[src/rtl/cont4bits_down_timer.sv]
// Loadable down-counter/timer with continuous (auto-reload) and one-shot modes.
// Ports: clk, reseta_n (sync, active-low), enable, load, load_val, mode -> Q, TC, busy, done.
module cont4bits_down_timer #(
    parameter int WIDTH  = 4,
    parameter int MODULO = 16
) (
    input  logic             clk,
    input  logic             reseta_n,
    input  logic             enable,
    input  logic             load,
    input  logic [WIDTH-1:0] load_val,
    input  logic             mode,
    output logic [WIDTH-1:0] Q,
    output logic             TC,
    output logic             busy,
    output logic             done
);

    typedef enum logic [1:0] {
        IDLE = 2'd0,
        RUN  = 2'd1,
        DONE = 2'd2
    } state_t;

    localparam int unsigned    MAX_I = MODULO - 1;
    localparam logic [WIDTH-1:0] MAX = WIDTH'(MAX_I);

    generate
        if (MODULO < 2 || MODULO > (2 ** WIDTH)) begin : g_bad_modulo
            $error("MODULO out of range for WIDTH");
        end
    endgenerate

    state_t           state;
    logic [WIDTH-1:0] q;
    logic [WIDTH-1:0] load_sat;

    // Out-of-range load values saturate so Q never exceeds MODULO-1.
    assign load_sat = (32'(load_val) > MAX_I) ? MAX : load_val;

    always_ff @(posedge clk) begin
        if (!reseta_n) begin
            state <= IDLE;
            q     <= MAX;
            done  <= 1'b0;
        end else begin
            done <= 1'b0;
            if (load) begin
                q     <= load_sat;
                state <= RUN;
            end else if (enable && state != DONE) begin
                // IDLE starts counting on the same edge it leaves.
                state <= RUN;
                if (q != '0) begin
                    q <= q - 1'b1;
                end else if (!mode) begin
                    q <= MAX;
                end else begin
                    state <= DONE;
                    done  <= 1'b1;
                end
            end
        end
    end

    assign Q    = q;
    assign busy = (state == RUN);
    // Borrow-out is combinational on enable so a cascaded stage steps in the same cycle.
    assign TC   = (q == '0) && enable && (state != DONE);

endmodule

[config.mk]
export PLATFORM = sky130hd
export DESIGN_NAME = cont4bits_down_timer
export DESIGN_NICKNAME = d
export VERILOG_FILES = /design/src/rtl/cont4bits_down_timer.sv
export SDC_FILE = /design/constraint.sdc
export NUM_CORES = 1
export LEC_CHECK = 0
export ABC_AREA = 1
export ABC_CLOCK_PERIOD_IN_PS = 1100
export BUFFER_PORTS_ARGS = -buffer_cell sky130_fd_sc_hd__buf_2
export CORE_AREA = 4 4 41 43
export DETAILED_ROUTE_END_ITERATION = 7
export DIE_AREA = 0 0 45 47
export PLACE_DENSITY = 0.55
export SLEW_MARGIN = 20
export SYNTH_ARGS = -nofsm -noshare
export SYNTH_HDL_FRONTEND = slang
export SYNTH_SLANG_ARGS = --single-unit
[constraint.sdc]
create_clock -name clk -period 1.1 [get_ports clk]
set_input_delay 0.055 -clock clk [delete_from_list [all_inputs] [get_ports clk]]
set_output_delay 0.055 -clock clk [all_outputs]
set_load 0.01 [all_outputs]
==> flow_summary.yaml <==
outcome:
  run_status: "finished, violations left"
  failed_checks: "negative setup slack"
synthesis:
  yosys_most_used_dff: "sky130_fd_sc_hd__dfxtp_1"
  syn-instance-count: 61
  post-synth-top-count-cell: "sky130_fd_sc_hd__nand2_1"
  ys_async_rst_share_pct: 0
  synth.cell_area_um2: 423
  synth_top_area_share_pct: 33.1
  postSynthRegisterBits: 7
  syn-mean-instance-area_um2: 6.93
  synthTopCellsByCount: "13 x sky130_fd_sc_hd__nand2_1, 8 x sky130_fd_sc_hd__inv_1, 7 x sky130_fd_sc_hd__dfxtp_1, 6 x sky130_fd_sc_hd__nand3_1, 5 x sky130_fd_sc_hd__a21oi_1"
  synth_enable_flop_cells: 0
  postSynthNetCount: 71
  ys_top_cells_by_area: "sky130_fd_sc_hd__dfxtp_1 33%, sky130_fd_sc_hd__nand2_1 12%, sky130_fd_sc_hd__nand3_1 7.1%"
  synth.yosys.seq_area_share_pct: 33.1
  ys_warn_count: 0
  yosys.cell_types.count: 20
  netlist.top_cell.by_area: "sky130_fd_sc_hd__dfxtp_1"
grt:
  via_count_of_the_first_global_routing_pass: 449
  grt_first_pass_wirelength_um: 1930
  globalRoute.totalOverflow: 0
  overall_fraction_of_global_route_tracks_in_use_pct: 13.1
  pin_count_of_the_biggest_net_entering_global_routing: 7
  antenna_found_initial: 0
timing:
  timing.final.crit_period_ns: 1.32
  worst_pin_slew_ns: 0.306
  clock-skew-final_ns: 0.00566
  finalHoldWorstSlack_ns: 0.0268
  post-route-worst-setup-slack_ns: -0.223
  hold_violations: 0
  setup_viol: 5
  max_freq_ghz: 0.756
  grt_setup_unrepaired: "yes"
  layout_worst_path_cycle_share_pct: 120
  timing_max_transition_violations_final: 0
  relSlewSlack_pct: 79.5
  setup_tns_ns: -0.423
cells_and_area:
  antenna_cells: 0
  drive_above_1_share_pct: 55.6
  layout-area-overhead-vs-synth_pct: 61.5
  fillCellCount: 137
  finish.net_count: 101
  final_cell_area_um2: 683
  post_layout_nonfiller_instances: 105
  final_util_pct: 52.5
worst_setup_path:
  critical_path_arrival_ns: 1.27
  path_common_cell: "sky130_fd_sc_hd__inv_2"
  critical_path.endpoint_type: "output pin"
  reg2reg_setup_slack_ns: -0.09
  worst_path_largest_cell_delay_ns: 0.32
  worstReg2RegStart: "Q[1]$_SDFFE_PN1P_"
  timing.critical_path.from_type: "flop"
  critPathSlowestCell: "sky130_fd_sc_hd__dfxtp_2"
  critPathLaunch: "Q[1]$_SDFFE_PN1P_"
  worstPathMaxFanout: 2
  path_class: "flop to output pin"
  worst_path_cell_chain: "inv_2, ha_4, inv_2, or2_4, nor3_4, buf_2"
  timing.critical_path.max_delay_family: "flip-flops"
  path_depth: 6
  critical_path_buf_inv_count: 3
  cp.required_ns: 1.04
  reg2regPathDepth: 8
placement:
  total_cell_area_at_the_placement_stage_um2: 569
  numPlacedInstances: 95
  hpwlAfterDp_um: 851
  globalplace.congestion: 0.743
  post-place-ws_ns: -0.0635
  place.port_buffers: 15
clocking:
  ctsLongestPathBuffers: 2
  clock-root-buffer: "sky130_fd_sc_hd__clkbuf_4"
  numCtsBuffers: 3
  clk_pin_slew_ns: 0.05
  cts_max_level: 1
  cts_num_sinks: 7
  clock_insertion_delay_worst_skew_ns: 0.25
  clock_tree_from_tritoncts: "yes"
routing:
  avgViaCountPerCell: 4.65
  drcViolationCount: 0
  first_pass_iters: 2
  drt_first_iter_violations: 1
  drt-wirelength-per-cell_um: 11.0
  detailroute.via_count: 488
  detail_route.wirelength_um: 1160
  ant_nets: 0
die:
  initial_utilization_pct: 32.5
  fp.coreArea_um2: 1300
  fp.dieW_um: 45
  die_height_um: 47
  design.die.area_um2: 2120
  num_io_pins: 16
  placementRows: 13
hold_path:
  worstHoldPathType: "input port to flop"
  min-delay-start: "load_val[2]"
  holdPathStages: 3
power:
  vdd_ir_drop_max_mv: 0.690
  total_leakage_power_nw: 0.330
  powerDensity_nw_per_um2: 1050
  pwr_total_mw: 0.719
run:
  maxCapViolCount: 0
[area by class of cell]
class	instances	area (um^2)	share of cell area, %
multi-input cells	44	304	44.5
repair buffers	26	158	23.1
flip-flops and latches	7	143	20.9
inverters	9	33.8	4.95
clock buffers	4	26.3	3.85
well taps	15	18.8	2.75
[registers in the layout, indices dropped and copies added (netlist names)]
name	cells
Q	4
state	2
done	1
[report_power, final]
part | internal, mW | total [mW] | switching (mW)
clock network | 0.139 | 0.236 | 0.0972
logic | 0.0893 | 0.191 | 0.102
registers | 0.273 | 0.292 | 0.0194
total | 0.500 | 0.719 | 0.219
[path summary, 6_finish.rpt]
path                                              end
worst max-delay path                               TC
worst min-delay path                Q[2]$_SDFFE_PN1P_
worst max register to register      Q[2]$_SDFFE_PN1P_
worst min register to register  state[0]$_SDFFE_PN0P_
[cells in the final DEF, fill, tap and decap left out, types with 4 or more instances in the layout]
| cell type | netlist | layout |
|---|---|---|
| sky130_fd_sc_hd__nand2_1 | 13 | 11 |
| sky130_fd_sc_hd__buf_2 | 0 | 15 |
| sky130_fd_sc_hd__buf_4 | 0 | 11 |
| sky130_fd_sc_hd__nand3_1 | 6 | 5 |
| sky130_fd_sc_hd__nor2_1 | 4 | 4 |
| sky130_fd_sc_hd__inv_1 | 8 | 6 |
| sky130_fd_sc_hd__dfxtp_1 | 7 | 5 |
[worst reg2reg max path, stage by stage (launching register included)]
cell and delay [ns]:
sky130_fd_sc_hd__dfxtp_2 0.32, sky130_fd_sc_hd__inv_2 0.07, sky130_fd_sc_hd__ha_4 0.13, sky130_fd_sc_hd__inv_2 0.03, sky130_fd_sc_hd__or2_4 0.23, sky130_fd_sc_hd__buf_4 0.13, sky130_fd_sc_hd__a21oi_2 0.11, sky130_fd_sc_hd__nand2_1 0.07
sky130_fd_sc_hd__nand3_2 0.05
[timing repair]
| action | in CTS | in global routing |
|---|---|---|
| gates resized for setup | 4 | 5 |
| endpoints found under the setup margin | 2 | 7 |
| pin swaps | 4 | 4 |
| hold buffers | 0 | 0 |
| setup buffers | 4 | 3 |
[routing by layer]
layer | GRT usage, % | wire (um)
met1 | 15.4 | 494
met3 | 6.90 | 71
met4 | 1.75 | 0
met5 | 0 | 0
met2 | 21.8 | 590
[kinds of logic (layout without fill, tap and decap cells)]
kind of cell    count (synthesis)  count (layout)  synth area share, %
simple gates                   35              35                 42.3
compound gates                  8               8                 10.9
flops                           7               7                 33.1
fa+ha+maj                       1               1                 2.96
buf+inv                        10              39                 10.7
Power figures use the tool's default switching activity.
